===== config.mk =====
export PLATFORM = sky130hd
export DESIGN_NAME = bin_to_bcd7
export DESIGN_NICKNAME = d
export VERILOG_FILES = /design/src/rtl/bin_to_bcd7.sv
export SDC_FILE = /design/constraint.sdc
export NUM_CORES = 1
export LEC_CHECK = 0
export CAP_MARGIN = 20
export CELL_PAD_IN_SITES_DETAIL_PLACEMENT = 0
export CELL_PAD_IN_SITES_GLOBAL_PLACEMENT = 1
export CORE_ASPECT_RATIO = 0.7
export CORE_MARGIN = 2
export CORE_UTILIZATION = 54
export CTS_CLUSTER_DIAMETER = 40
export CTS_CLUSTER_SIZE = 16
export DETAILED_ROUTE_END_ITERATION = 10
export DONT_BUFFER_PORTS = 1
export HOLD_SLACK_MARGIN = 0.05
export PLACE_DENSITY = 0.84
export SYNTH_ARGS = -nofsm -noshare
export SYNTH_HDL_FRONTEND = slang
export SYNTH_SLANG_ARGS = --single-unit

===== constraint.sdc =====
create_clock -name clk -period 4 [get_ports clk]
set_input_delay 0 -clock clk [delete_from_list [all_inputs] [get_ports clk]]
set_output_delay 0 -clock clk [all_outputs]
set_load 0.02 [all_outputs]

===== src/rtl/bin_to_bcd7.sv =====
// Sequential 24-bit binary to 7-digit packed BCD converter (double dabble, one bit per clock).
// Optional macro BCD_SATURATE_EN clamps out-of-range results to 9999999 and raises ovf.
module bin_to_bcd7 (
   input  logic        clk,
   input  logic        rst,
   input  logic [23:0] bin,
   input  logic        start,
   output logic        busy,
   output logic        done,
   output logic [27:0] bcd,
   output logic        ovf
);

   typedef enum logic {
      IDLE  = 1'b0,
      SHIFT = 1'b1
   } state_t;

   state_t      r_state;
   state_t      w_nextState;
   logic [4:0]  r_cnt;
   logic [23:0] r_bin;
   logic [31:0] r_scratch;
   logic [27:0] r_bcd;
   logic        r_done;
   logic [31:0] w_stepped;
   logic [27:0] w_result;
   logic        w_last;

   // One double-dabble step: add 3 to every digit >= 5, then shift in the next binary bit.
   function automatic logic [31:0] dabbleStep(input logic [31:0] s, input logic b);
      logic [31:0] a;
      for (int d = 0; d < 8; d++) begin
         a[4*d +: 4] = (s[4*d +: 4] >= 4'd5) ? (s[4*d +: 4] + 4'd3) : s[4*d +: 4];
      end
      return {a[30:0], b};
   endfunction

   assign w_stepped = dabbleStep(r_scratch, r_bin[23]);
   assign w_last    = (r_state == SHIFT) && (r_cnt == 5'd23);

   always_ff @(posedge clk or negedge rst) begin
      if (!rst) begin
         r_state <= IDLE;
      end else begin
         r_state <= w_nextState;
      end
   end

   always_comb begin
      w_nextState = r_state;
      case (r_state)
         IDLE: begin
            if (start) begin
               w_nextState = SHIFT;
            end
         end
         SHIFT: begin
            if (r_cnt == 5'd23) begin
               w_nextState = IDLE;
            end
         end
         default: w_nextState = IDLE;
      endcase
   end

   always_ff @(posedge clk or negedge rst) begin
      if (!rst) begin
         r_cnt     <= 5'd0;
         r_bin     <= 24'd0;
         r_scratch <= 32'd0;
      end else begin
         case (r_state)
            IDLE: begin
               if (start) begin
                  r_bin     <= bin;
                  r_scratch <= 32'd0;
                  r_cnt     <= 5'd0;
               end
            end
            SHIFT: begin
               r_bin     <= {r_bin[22:0], 1'b0};
               r_scratch <= w_stepped;
               r_cnt     <= r_cnt + 5'd1;
            end
            default: begin
               r_cnt <= 5'd0;
            end
         endcase
      end
   end

`ifdef BCD_SATURATE_EN
   logic r_ovf;
   logic w_over;

   // A nonzero eighth digit means the value is at least 10,000,000.
   assign w_over   = (w_stepped[31:28] != 4'd0);
   assign w_result = w_over ? 28'h9999999 : w_stepped[27:0];

   always_ff @(posedge clk or negedge rst) begin
      if (!rst) begin
         r_ovf <= 1'b0;
      end else if (w_last) begin
         r_ovf <= w_over;
      end
   end

   assign ovf = r_ovf;
`else
   assign w_result = w_stepped[27:0];
   assign ovf      = 1'b0;
`endif

   // The whole digit set is loaded on a single edge so the display never sees a partial result.
   always_ff @(posedge clk or negedge rst) begin
      if (!rst) begin
         r_bcd  <= 28'h0000000;
         r_done <= 1'b0;
      end else begin
         r_done <= w_last;
         if (w_last) begin
            r_bcd <= w_result;
         end
      end
   end

   assign busy = (r_state == SHIFT);
   assign done = r_done;
   assign bcd  = r_bcd;

endmodule


==> flow_summary_export.csv <==
group,metric,value,unit
floorplanning,initial_core_util,55.06,%
setup_path,start_kind,"flop",
synth,netlist_top_cells_area,"dfrtp_1, mux2i_1, o21ai_0",
setup_path,crit_path_end_kind,"flop",
sta,timing.fmax,0.5270,GHz
power_and_ir_drop,power.density,798.7,nW/um2
routing,dr_total_vias,2750,
sta,setup_viol,0,
synth,syn_avg_cell_area,10.91,um2
placed_design,portBuffers,0,
layout,syn_to_final_growth,14.92,%
routing,initialDrtViolationCount,189,
sta,fin_skew,0.006216,ns
run,cap_violations,0,
routing,drc_errors,0,
layout,drive_above_1_share,8.916,%
routing,wl_per_cell,14.87,um
synth,ys_warn_count,0,
grt,grt_pass1_vias,2709,
synth,synthCells,392,
power_and_ir_drop,ir_drop,0.0004565,V
min_path,min_from,"start",
clock_network,clockBufferDepth,2,
clock_network,clkLatencyLatePin,0.33,ns
setup_path,r2r_slack,2.10,ns
clock_network,cts_root_buf,"clkbuf_16",
layout,final_util,63.27,%
sta,period_needed,1.898,ns
sta,rsz0062_at_grt,"false",
clock_network,cts-htree-levels,3,
setup_path,worstPathMaxFanout,28,
synth,ys_types,28,
synth,synth.most_common_cell,"dfrtp_1",
grt,grt_pass1_wl,13130,um
grt,grt_antenna_before_repair,0,
clock_network,cts_inserted_buffers,9,
setup_path,required,4.21,ns
min_path,hold_path_class,"in2reg",
sta,max_slew.worst_pin.slew,1.029,ns
min_path,min_to,"r_scratch[0]",
setup_path,rr_startpoint,"r_cnt[0]",
floorplanning,dieHeight,78.47,um
clock_network,clock-sinks,87,
setup_path,path_class,"reg2reg",
setup_path,timing.rr.end,"bcd[2]",
synth,yosysSeqAreaShare,50.89,%
clock_network,path_clk_slew,0.06,ns
synth,synth_ff_type,"dfrtp_1",
floorplanning,num_rows,27,
power_and_ir_drop,leakagePower,2.349,nW
grt,track_usage,19.66,%
setup_path,reg2reg_depth,4,
layout,fin_nets,452,
routing,wirelength,7671,um
synth,yosys.area.top_type,"dfrtp_1",
layout,antenna-diode-count,0,
routing,via_per_inst,5.329,
synth,ys_async_sr_fraction,100.0,%
routing,drt-pass1-iter-count,4,
sta,period_share,47.44,%
grt,overflow,0,
synth,syn_nets,434,
placed_design,gp_congestion,0.7458,
sta,hold_viol,0,
outcome,status,"complete, no violations",
sta,slew_viol_final,0,
floorplanning,core_area,7770,um2
floorplanning,die_w,110.4,um
synth,ys_ff_latch,87,
routing,antenna_left,0,
synth,yosys-top-cells-count,"dfrtp_1, o21ai_0, mux2i_1",
sta,fin_tns_setup,0,ns
synth,synth_top_area_share,50.89,%
clock_network,cts_resized,0,
sta,max_slew_margin,31.43,%
floorplanning,die_area,8661,um2
min_path,holdPathStages,2,
setup_path,critical_path_arrival,2.11,ns
floorplanning,io_pins,58,
synth,synth_edf_count,0,
placed_design,dpl.hpwl,4541,um
synth,syn-cell-area,4278,um2
clock_network,cts_tree,"built",
grt,grt_max_degree,103,
[final cells by class]
type | count | area (um2)
Multi-Input combinational cell | 268 | 1923
Inverter | 16 | 62.56
Fill cell | 622 | 2854
Tap cell | 101 | 126.4
Sequential cell | 87 | 2181
Clock inverter | 3 | 40.04
Timing Repair Buffer | 28 | 312.8
Clock buffer | 13 | 270.3
[stage by stage]
stage	cell area (um2)	hold slack, ns	instances	setup WS (ns)	total power [mW]
floorplan	4278	-0.2956	392	2.543	2.779
global route	4916	0.08089	516	1.929	4.254
finish	4916	0.06722	516	2.102	3.926
global placement	4300	-0.2928	473	2.149	2.973
CTS	4916	0.06549	516	2.066	3.968
detailed placement	4300	-0.2923	473	2.073	3.036
[cells by family after synthesis]
family	count (synthesis)	share of synthesized area [%]
buf+inv	37	4.153
xor+xnor	10	2.048
other cells	1	0.08766
fa+ha+maj	15	4.387
simple gates	100	12.81
flops	87	50.89
compound gates	83	10.68
mux	59	14.95
[routing by layer]
layer	share of wire [%]	global-route usage, %	routed length [um]	up-vias
li1	-	-	-	1373
met1	49	27.38	3787	1326
met2	45	29.39	3448	43
met3	4.6	6.229	353	8
met4	1.1	6.000	82	0
met5	0	0	0	-
[report_power, final]
group / switching [mW] / leakage (nW) / internal, mW
clock network: 0.328 / 0.156 / 0.533
registers: 0.443 / 1.11 / 1.26
logic: 0.680 / 1.08 / 0.683
[critical path, stage by stage (launching register included)]
cell and delay (ns):
dfrtp_1 0.39, ha_1 0.27, nand4_4 0.36, inv_4 0.38, mux2_2 0.37
[placed cells by master, fill, tap and decap left out, types with 7 or more instances in the layout]
cell type and n:
mux2_2 7, dfrtp_1 86, o21ai_0 46, ha_1 15, xnor2_1 9, nand2_1 41
nor3b_1 19, nand2b_1 24, dlygate4sd3_1 25, nor3_1 7, mux2_4 8, mux2i_1 44
a21oi_1 21, a21o_1 14, inv_1 15, clkbuf_16 9
[what timing repair did]
item | 4_1_cts | 5_1_grt
hold buffers | 27 | 0
hold endpoints to repair | 145 | 0
setup buffers | 0 | 0
[worst max-delay path by stage]
stage / depth (start not counted) / startpoint / slack (ns) / end
2_1_floorplan: 5 / r_scratch[12] / 2.54 / bcd[14]
3_3_place_gp: 4 / r_cnt[0] / 2.15 / bcd[6]
3_5_place_dp: 4 / r_cnt[0] / 2.07 / bcd[2]
4_1_cts: 4 / r_cnt[0] / 2.07 / bcd[2]
5_1_grt: 4 / r_cnt[0] / 1.93 / bcd[2]
6_report: 4 / r_cnt[0] / 2.10 / bcd[2]
[registers in the layout, indices dropped and copies added (netlist names)]
name,flops
bcd,28
r_bin,24
r_cnt,5
done,1
busy,1
r_scratch,28
(Power assumes the default switching activity.)
